File: src/rtl/gpio_bus_responder.sv
// gpio_bus_responder: memory-mapped GPIO target on the CPU data bus.
// Drives 8 LEDs, debounces 8 switches, latches switch edges.
// Optional feature macro: GPIO_IRQ_EN (IRQEN register + irq output).
// Ports:
//   ClkIn, Rst      clock, async active-high reset
//   bus_req/we      request valid / store select
//   bus_addr        byte offset [3:0], word select on [3:2]
//   bus_wdata       store data, [7:0] used
//   bus_rdata       load data during bus_ack, else 0
//   bus_ack         one-cycle completion pulse
//   switch          raw async switch inputs
//   led             LED register
//   irq             |(EDGE & IRQEN), registered (0 without macro)
module gpio_bus_responder #(
  parameter int          DEBOUNCE_CYCLES = 50000,
  parameter int          CNT_W           = 16,
  parameter logic [7:0]  LED_RST         = 8'h00
) (
  input  logic        ClkIn,
  input  logic        Rst,
  input  logic        bus_req,
  input  logic        bus_we,
  input  logic [3:0]  bus_addr,
  input  logic [31:0] bus_wdata,
  output logic [31:0] bus_rdata,
  output logic        bus_ack,
  input  logic [7:0]  switch,
  output logic [7:0]  led,
  output logic        irq
);

  localparam logic [CNT_W-1:0] CNT_MAX =
    CNT_W'(DEBOUNCE_CYCLES - 1);

  typedef enum logic [1:0] {
    S_IDLE,
    S_ACK,
    S_WAIT
  } state_t;

  state_t r_state;
  state_t w_state_nxt;
  logic   w_accept;

  logic [7:0]  r_led;
  logic [7:0]  r_sync1;
  logic [7:0]  r_sync2;
  logic [7:0]  r_sw;
  logic [7:0]  r_edge;
  logic [31:0] r_rdata;
  logic [7:0][CNT_W-1:0] r_cnt;

  logic [7:0]  w_sw_nxt;
  logic [7:0][CNT_W-1:0] w_cnt_nxt;
  logic [7:0]  w_edge_set;
  logic [7:0]  w_edge_clr;
  logic [7:0]  w_irqen;
  logic [7:0]  w_rd_val;
  logic [1:0]  w_sel;
  logic        w_wr;
  logic        w_unused;

  assign w_unused = ^{bus_wdata[31:8], bus_addr[1:0]};
  assign w_sel    = bus_addr[3:2];
  assign w_wr     = w_accept & bus_we;

  // ---------------- bus FSM ----------------
  always_ff @(posedge ClkIn or posedge Rst) begin
    if (Rst) r_state <= S_IDLE;
    else     r_state <= w_state_nxt;
  end

  // WAIT keeps a held request from retriggering.
  always_comb begin
    w_state_nxt = r_state;
    w_accept    = 1'b0;
    unique case (r_state)
      S_IDLE: begin
        if (bus_req) begin
          w_state_nxt = S_ACK;
          w_accept    = 1'b1;
        end
      end
      S_ACK:  w_state_nxt = S_WAIT;
      S_WAIT: begin
        if (!bus_req) w_state_nxt = S_IDLE;
      end
      default: w_state_nxt = S_IDLE;
    endcase
  end

  assign bus_ack   = (r_state == S_ACK);
  assign bus_rdata = bus_ack ? r_rdata : 32'h0;

  // ---------------- read mux ----------------
  always_comb begin
    w_rd_val = 8'h00;
    unique case (w_sel)
      2'd0: w_rd_val = r_led;
      2'd1: w_rd_val = r_sw;
      2'd2: w_rd_val = r_edge;
      2'd3: w_rd_val = w_irqen;
      default: w_rd_val = 8'h00;
    endcase
  end

  // Captured from pre-update SW, so a load never sees
  // a same-cycle debounce change.
  always_ff @(posedge ClkIn or posedge Rst) begin
    if (Rst)
      r_rdata <= 32'h0;
    else if (w_accept && !bus_we)
      r_rdata <= {24'h0, w_rd_val};
  end

  // ---------------- LED ----------------
  always_ff @(posedge ClkIn or posedge Rst) begin
    if (Rst)
      r_led <= LED_RST;
    else if (w_wr && w_sel == 2'd0)
      r_led <= bus_wdata[7:0];
  end

  assign led = r_led;

  // ---------------- switch path ----------------
  always_ff @(posedge ClkIn or posedge Rst) begin
    if (Rst) begin
      r_sync1 <= 8'h00;
      r_sync2 <= 8'h00;
    end else begin
      r_sync1 <= switch;
      r_sync2 <= r_sync1;
    end
  end

  // Counter runs only while sync differs from debounced;
  // any return to agreement restarts the hold window.
  always_comb begin
    w_sw_nxt  = r_sw;
    w_cnt_nxt = '0;
    for (int i = 0; i < 8; i++) begin
      if (r_sync2[i] != r_sw[i]) begin
        if (r_cnt[i] == CNT_MAX)
          w_sw_nxt[i] = r_sync2[i];
        else
          w_cnt_nxt[i] = r_cnt[i] + 1'b1;
      end
    end
  end

  always_ff @(posedge ClkIn or posedge Rst) begin
    if (Rst) begin
      r_sw  <= 8'h00;
      r_cnt <= '0;
    end else begin
      r_sw  <= w_sw_nxt;
      r_cnt <= w_cnt_nxt;
    end
  end

  // ---------------- edge latch ----------------
  assign w_edge_set = w_sw_nxt ^ r_sw;
  assign w_edge_clr =
    (w_wr && w_sel == 2'd2) ? bus_wdata[7:0] : 8'h00;

  // Set is OR'd after clear so a new edge wins over W1C.
  always_ff @(posedge ClkIn or posedge Rst) begin
    if (Rst)
      r_edge <= 8'h00;
    else
      r_edge <= (r_edge & ~w_edge_clr) | w_edge_set;
  end

  // ---------------- interrupt ----------------
`ifdef GPIO_IRQ_EN
  logic [7:0] r_irqen;
  logic       r_irq;

  always_ff @(posedge ClkIn or posedge Rst) begin
    if (Rst)
      r_irqen <= 8'h00;
    else if (w_wr && w_sel == 2'd3)
      r_irqen <= bus_wdata[7:0];
  end

  always_ff @(posedge ClkIn or posedge Rst) begin
    if (Rst) r_irq <= 1'b0;
    else     r_irq <= |(r_edge & r_irqen);
  end

  assign w_irqen = r_irqen;
  assign irq     = r_irq;
`else
  assign w_irqen = 8'h00;
  assign irq     = 1'b0;
`endif

endmodule

File: config.mk
export PLATFORM = sky130hd
export DESIGN_NAME = gpio_bus_responder
export DESIGN_NICKNAME = d
export VERILOG_FILES = /design/src/rtl/gpio_bus_responder.sv
export SDC_FILE = /design/constraint.sdc
export NUM_CORES = 1
export LEC_CHECK = 0
export CAP_MARGIN = 15
export CORE_MARGIN = 3
export CORE_UTILIZATION = 51
export CTS_CLUSTER_DIAMETER = 150
export CTS_CLUSTER_SIZE = 25
export DETAILED_ROUTE_END_ITERATION = 12
export GPL_TIMING_DRIVEN = 0
export PLACE_DENSITY_LB_ADDON = 0.1
export SLEW_MARGIN = 25
export SYNTH_ARGS = -nofsm -noshare
export SYNTH_HDL_FRONTEND = slang
export SYNTH_SLANG_ARGS = --single-unit
File: constraint.sdc
create_clock -name ClkIn -period 5.55 [get_ports ClkIn]
set_input_delay 0.8325 -clock ClkIn [delete_from_list [all_inputs] [get_ports ClkIn]]
set_output_delay 0.8325 -clock ClkIn [all_outputs]
set_load 0.02 [all_outputs]
[Word-level counts from Yosys, hierarchy flattened]
Index checks and enable logic that the tools add are counted.
Storage, ports and cells
  output and inout port bits: 42
  bits in read-only memories: 0
  latch bits: 0
  input bits: 48
  logic and storage cells: 98
  flip-flop bits (word level): 178
  memories: 0
  memory bits (writable): 0
Cells by class
  shift operators: 0
  add/sub/neg operators: 8
  equality and inequality tests: 23
  div/mod/pow operators: 0
  reductions and logical operators: 7
  mux-type cells: 40
  bitwise operators: 5
  magnitude comparators: 0
  multiply operators: 0
Operators by type and width (number)
  $mux W16: 16
  $add A16 B1 Y16 const B: 8
  $eq A16 B16 Y1 const B: 8
  $pmux W8 S4: 1
  $mux W1: 18
  $mux W8: 2
  $and A8 B8 Y8: 1
  $ne A1 B1 Y1: 8
  $not A8 Y8: 1
  $or A8 B8 Y8: 1
  $xor A8 B8 Y8: 1
  $eq A2 B2 Y1 const B: 3
  $pmux W2 S3: 1
  $eq A2 B1 Y1 const B: 2
  $logic_not A2 Y1: 2
  $mux W2: 2
  $ne A2 B2 Y1 const B: 2
  $logic_and A1 B1 Y1: 3
  $reduce_and A2 Y1: 1
  $and A1 B1 Y1: 1
  $logic_not A1 Y1: 1

[Logic depth before layout (Yosys ltp)]
Gate-level depths: netlist of the first run.
  word-level depth: 8
  mapped depth: 6
  gate-level depth less buffers: 5

[Least setup slack after synthesis of the first run]
No wires, ideal clock.
  path kind: in2reg
  start point: in bus_addr[3]
  end point: reg r_led[0], in the netlist led[0]
  setup time: 0.125 ns
  path buffers: 2
  path slack: 3.521 ns
  data arrival time: 1.904 ns
  stages: 4
  required time: 5.425 ns
  cell sequence: clkbuf_1 -> nor4bb_1 -> buf_2 -> mux2_2
Between the ends
  cells in the longest elaborated chain, start to end: 2
RTL lines
  start: declaration: line 23  | input logic [3:0] bus_addr,
  $logic_not A2 Y1: line 120  | else if (w_wr && w_sel == 2'd0)
  $logic_and A1 B1 Y1: line 120
  end signal: assignment: line 121  | r_led <= bus_wdata[7:0];
  end: declaration: line 45  | logic [7:0] r_led;
No other way between the ends.
A chain may end at the register's enable or synchronous reset.

[Worst setup path after layout of the first run]
  start point: reg r_state[1]
  end point: out bus_rdata[6]
Between the ends
  cells in the longest elaborated chain, start to end: 2
RTL lines
  start: declaration: line 41  | state_t r_state;
  start signal: assignment: line 70  | else r_state <= w_state_nxt;
  $eq A2 B1 Y1: line 92  | assign bus_ack = (r_state == S_ACK);
  $mux W8: line 93  | assign bus_rdata = bus_ack ? r_rdata : 32'h0;
  end: declaration: line 25  | output logic [31:0] bus_rdata,
No other way between the ends.

==> impl_results.md, run 1 <==
* Outcome: complete, no violations
* Minimum clock period at 3.012 ns
* Post-Synth XOR/XNOR Area at 12.39%
* Final HPWL DP at about 12000 um
* WS Path Type: flip-flop to output port
* First-pass GRT wire length at roughly 28000 um
* Overall fraction of global-route tracks in use at 19.27%
* Commonest non-fill, non-tap cell in the layout: dfrtp_1
* Yosys Warn Count at 0
* Critical Path Sink Type: output port
* DRC viols at 0
* Max incr delay on CP at 0.62 ns
* Initial antenna violation count at 0
* Resized cells post-CTS at 0
* Htree depth at 4
* DRT Pass-1 Iters at 5
* Max Freq at between 300 and 400 MHz
* Vias/cell at 5.213
* Post-CTS Hold Buffers at 0
* CP Max Fanout at 10
* Post-synthesis register bit count at 178
* Static Leak at between 4 and 5 nW
* # setup viols final at 0
* Fin nets at 968
* Clk Tree Root Cell: clkbuf_16
* CTS Buf Count at 17
* Chip Width at 135.0 um
* Crit-path slowest cell: clkdlybuf4s50_1
* Row count at 46
* Synthesized area per cell at 10.27 um2
* Die height at 135.0 um
* I/O Buffers at 38
* Multiplexer share of the synthesized area at 3.067%
* Main combinational cell family by area after synthesis: simple AND/OR/NAND/NOR gates
* Yosys cell types at 38
* CP required at around 4.7 ns
* Relative slew slack at 46.11%
* RSZ-0062 raised after global routing: false
* Fin. Hold Viols at 0
* Largest net degree at the start of global routing at 34
* Per-cell routed wire length at 14.41 um
* Design Power at a little over 3 mW
* First DRT Iteration DRCs at ~260
* Share of cells above drive strength 1 at 10.27%
* Commonest cells after routing, fill and taps aside: dfrtp_1 (178), nor2_1 (164), xnor2_1 (97), nor4_1 (43), nand3_1 (42)
* Clk_lat worst skew at 0.44 ns
* Worst reg2reg path startpoint: r_cnt[16]
* Clock Sink Count at 178
* Worst Path Arrival at 2.18 ns
* Clock Tree Buf Depth at 2
* Vias in the first global route at 5831
* Number of fillers in the final layout at 1332
* Setup bufs post-CTS at 0
* Die area at 0.01822 mm2
* Sequential fraction of the synthesis area at between 50 and 60%
* Antenna diode count at 0
* HP Start: r_sync1[6]
* Hold WC Path Type: flip-flop to flip-flop
* MaxCap Viol Count at 0
* Mapped cell area at around 0.0085 mm2
* Final period util at 54.26%
* Routed Antenna Nets at 0
* Clk_skew at 0.01770 ns
* Largest vdd supply drop at between 0.2 and 0.3 mV
* WL final at 16450 um
* Startpoint Class: flip-flop
* Power per standard cell area at slightly above 300 mW/mm2
* Post-Synth Simple-Gate Area at 22.53%
* Worst-path cell chain: nor2b_1, clkbuf_1, and2_1, clkdlybuf4s50_1
* I/O Pins at 90
* Synthesis-to-finish area growth at 17.02%
* Vias at 5948
* Gate Count Post-Synth at 826
* Adder-cell share of the synthesized area at 1.180%
* Clock-pin slew on the worst setup and hold paths at 0.07 ns
* Initial Util at 52.84%
* RePlAce Congestion at about 0.84
* Sum Neg Setup Slack at 0 ns
* Compound-gate portion of the synthesized area at 3.834%
* Worst slew pin tran at ~0.81 ns
* Grt ovf at 0
* TritonCTS clock tree: yes
* Pins Over Slew Limit at 0
* Worst setup path startpoint: r_state[1]
* Core area at 0.01606 mm2
-- final timing paths --
check	to	slack [ns]	cells after the start
worst min register to register	r_sync2[6]	0.35	0
max in group asynchronous	led[5]	3.73	5
worst max register to register	r_sw[1]	3.47	5
min in group asynchronous	r_cnt[15]	0.80	2
worst max-delay path	bus_rdata[6]	2.54	4
worst min-delay path	r_sync2[6]	0.35	0
-- metal layers --
metal | track usage (%) | share of wire, % | up-vias
met2 | 30.91 | 48 | 99
met3 | 5.179 | 4.2 | 12
li1 | - | - | 2951
met4 | 4.647 | 1.0 | 0
met5 | 0 | 0 | -
met1 | 26.45 | 47 | 2886
-- logic make-up (layout without fill, tap and decap cells) --
group | after synthesis | in the layout
buffers and inverters | 71 | 146
adders and majority gates | 8 | 8
DFF | 178 | 178
other | 1 | 25
and+or+nand+nor | 393 | 393
xor gates and xnor gates | 120 | 120
muxes | 24 | 24
AOI/OAI and AO/OA | 31 | 31
-- flip-flops by register name, summed over array words and instances (netlist names) --
signal and cells:
led 8, r_cnt 128, r_edge 8, r_rdata 8, r_state 2, r_sw 8, r_sync1 8, r_sync2 8
-- synthesized netlist by cell type (all sizes together) --
cell type / n / area [um2]
nand3b: 6 / 45.04
nor3: 27 / 135.1
and4: 1 / 8.760
nor3b: 1 / 7.510
nor2b: 3 / 18.77
o31ai: 1 / 21.27
inv: 29 / 108.9
and4b: 1 / 10.01
and2: 12 / 75.07
nand2: 40 / 150.1
mux2: 16 / 180.2
ha: 8 / 100.1
nand3: 43 / 220.2
a22o: 8 / 70.07
or4: 1 / 11.26
and3: 4 / 25.02
a21oi: 16 / 80.08
buf: 36 / 247.7
dfrtp: 178 / 4454
mux2i: 8 / 80.08
or3: 5 / 31.28
o41ai: 6 / 153.9
clkbuf: 6 / 22.52
nor4bb: 3 / 30.03
nand2b: 2 / 12.51
xor2: 23 / 201.4
xnor2: 97 / 849.6
nor2: 164 / 615.6
nor4: 43 / 269.0
conb: 1 / 3.750
nand4: 31 / 193.9
nor4b: 6 / 52.55
-- where the power goes --
group          total (mW)  leakage (nW)  switching [mW]  internal [mW]
Sequential           1.45          2.40          0.0644           1.38
Combinational       0.419          1.49           0.225          0.194
Clock                1.20         0.291           0.500          0.704
-- critical path, delay by kind of cell (launching register included) --
family        cells  cell delay (ns)
buf+inv           2             0.99
flops             1             0.39
simple gates      2             0.36
-- cell type report --
cell class / count / area (um2) / share of cell area (%)
sequential: 178 / 4454 / 44.86
inverter: 29 / 112.6 / 1.134
multi-input combinational: 601 / 3742 / 37.69
timing repair buffer: 43 / 480.5 / 4.839
clock buffer: 22 / 474.2 / 4.776
tap: 216 / 270.3 / 2.722
buffer: 42 / 270.3 / 2.722
clock inverter: 10 / 125.1 / 1.260
-- metrics by stage --
stage	setup WS, ns	hold WS (ns)	area (um2)	utilization [%]	cells
finish	2.538	0.3496	9930	61.84	1141
global route	2.413	0.3646	9930	61.84	1141
CTS	2.519	0.3529	9930	61.84	1141
detailed placement	2.665	0.3379	9330	58.10	1109
global placement	1.070	0.3375	9230	57.48	1104
floorplan	2.437	0.3312	8579	-	850
Note: power is estimated with default switching activity, not from simulation.
==> inputs of run 2 (changes only) <==
- CORE_UTILIZATION: 51 -> 57
- clock period: 5.55 -> 3 ns (I/O delays scaled with it)
==> run 2 against run 1 <==
Against the previous run:
- via count grew 2.3%
- critical path depth is the same
- largest cell class unchanged
- global-route usage grew 2.5 points
- setup slack lost 2.2 ns
- combinational power grew 88%
- count of clock-buffer cells in the layout shrank 1
- die area shrank 10%
- clock power grew 77%
- sequential cell count is the same
- critical path type unchanged
- total power grew 82%
- utilization grew 8.1 points
==> impl_results.md, run 2 (synthesis gave the netlist of run 1 again) <==
* Final worst setup slack at 0.3689 ns (-2.169 ns)
* Initial Util at 59.74% (+6.9 points)
* Routed Antenna Nets at 0 (unchanged)
* Die height at 128.0 um (-5.2%)
* Outcome: complete, no violations
* Clk_skew at 0.01197 ns (-0.005737 ns)
* DRT Pass-1 Iters at 4 (-1)
* RePlAce Congestion at 0.8718 (+3.5%)
* Startpoint Class: flip-flop
* Relative slew slack at 42.39% (-3.7 points)
* Antenna diode count at 0 (unchanged)
* Hold WC Path Type: flip-flop to flip-flop
* Dpl ws at 0.4990 ns (-2.166 ns)
* Area of the multi-input gates at 0.003742 mm2 (unchanged)
* I/O Pins at 90 (unchanged)
* Register-to-Register Path Depth at 5 (unchanged)
* Sum Neg Setup Slack at 0 ns (unchanged)
* Top reg by flops: r_cnt
* I/O Buffers at 38 (unchanged)
* Power per standard cell area at 562.2 mW/mm2 (+82%)
* WS Path Type: flip-flop to output port
* Post-CTS Hold Buffers at 0 (unchanged)
* Clock Tree Buf Depth at 2 (unchanged)
* Fin. Hold Viols at 0 (unchanged)
* Final period util at 87.70%
* Htree depth at 4 (unchanged)
* CP required at 2.55 ns (-2.17 ns)
* Reg2reg end: r_sw[1]
* Max reg flops at 128 (unchanged)
* Register area at 0.004454 mm2 (unchanged)
* CP Max Fanout at 10 (unchanged)
* Finished Cell Area at 0.009927 mm2 (about the same)
* Finished Layout Cells at 1106 (-3.1%)
* Commonest cells after routing, fill and taps aside: dfrtp_1 (178), nor2_1 (164), xnor2_1 (97), nor4_1 (43), nand3_1 (42)
* Worst slew pin tran at 0.8642 ns (+0.05583 ns)
* Synthesis-to-finish area growth at 16.99% (about the same)
* Static Leak at 4.180 nW (+0.14%)
* # setup viols final at 0 (unchanged)
* Clock-pin slew on the worst setup and hold paths at 0.07 ns (about the same)
* MaxCap Viol Count at 0 (unchanged)
* Critical Path Sink Type: output port
* Commonest non-fill, non-tap cell in the layout: dfrtp_1
* WL final at 16690 um (+1.5%)
* Minimum clock period at roughly 2.6 ns
* Largest vdd supply drop at 0.4295 mV (+66%)
* Vias at 6084 (+2.3%)
* Clock Sink Count at 178 (unchanged)
* Worst Path Arrival at 2.18 ns (about the same)
* Max Freq at 380.1 MHz
* Core area at 0.01420 mm2 (-12%)
* Final HPWL DP at 11910 um (+1.1%)
* First-pass GRT wire length at 28750 um (+1.9%)
* DRC viols at 0 (unchanged)
* TritonCTS clock tree: yes
* Initial antenna violation count at 0 (unchanged)
* First DRT Iteration DRCs at 308 (+18%)
* Share of cells above drive strength 1 at 10.37% (+0.097 points)
* Worst R2R Setup Slack at 0.94 ns (-2.53 ns)
* Largest net degree at the start of global routing at 28 (-18%)
* Dpl cells at 1075 (-3.1%)
* Worst reg2reg path startpoint: r_cnt[16]
* Vias/cell at 5.501 (+5.5%)
* Resized cells post-CTS at 0 (unchanged)
* Pins Over Slew Limit at 0 (unchanged)
* Number of fillers in the final layout at 1105 (-17%)
* CTS Buf Count at 17 (unchanged)
* Grt ovf at 0 (unchanged)
* Overall fraction of global-route tracks in use at 21.76% (+2.5 points)
* Area of placed instances at 0.009363 mm2 (+0.35%)
* Chip Width at 128.0 um (-5.2%)
* RSZ-0062 raised after global routing: false
* Clk Tree Root Cell: clkbuf_16
* Fin nets at 970 (+0.21%)
* Vias in the first global route at 6134 (+5.2%)
* Die area at 0.01639 mm2 (-10%)
* Per-cell routed wire length at 15.09 um (+4.7%)
* Setup bufs post-CTS at 0 (unchanged)
* Crit path to: bus_rdata[4]
* Clk_lat worst skew at 0.43 ns (about the same)
* Row count at 43 (-6.5%)
* Worst setup path startpoint: r_state[1]
run 2: worst min path at each step:
stage | from | to | slack (ns) | depth (start not counted)
3_3_place_gp | r_sync1[6] | r_sync2[6] | 0.33 | 0
5_1_grt | r_sync1[3] | r_sync2[3] | 0.37 | 0
3_5_place_dp | r_sync1[3] | r_sync2[3] | 0.34 | 0
4_1_cts | r_sync1[3] | r_sync2[3] | 0.36 | 0
2_1_floorplan | r_sync1[0] | r_sync2[0] | 0.33 | 0
6_report | r_sync1[3] | r_sync2[3] | 0.35 | 0
run 2: cell type report:
cell class	count	area share, %
plain buffers	42	2.722
clock inverters	10	1.046
flip-flops and latches	178	44.87
well taps	180	2.269
clock buffers	21	4.638
multi-input cells	601	37.70
inverters	29	1.134
repair buffers	45	5.621
run 2: report_power, final:
group,switching [mW],leakage (nW),internal (mW)
clock network,0.929,0.262,1.19
logic,0.417,1.52,0.371
registers,0.118,2.40,2.56
run 2: metrics by stage:
stage	util, %	total power, mW	hold WS [ns]
detailed placement	65.92	3.515	0.3395
finish	69.89	5.581	0.3530
floorplan	-	3.151	0.3312
CTS	69.89	5.644	0.3553
global placement	64.67	3.462	0.3345
global route	69.89	5.829	0.3678
run 2: per-layer routing:
metal / wire length (um) / share of wire (%) / track usage (%)
met1: 7601 / 46 / 28.78
met2: 8224 / 49 / 35.92
met3: 682 / 4.1 / 5.292
met4: 184 / 1.1 / 6.367
met5: 0 / 0 / 0
run 2: worst max-delay path, stage by stage, from the launching register on:
cell,delay [ns]
dfrtp_1,0.40
nor2b_1,0.11
clkbuf_1,0.38
and2_1,0.24
clkdlybuf4s50_1,0.62
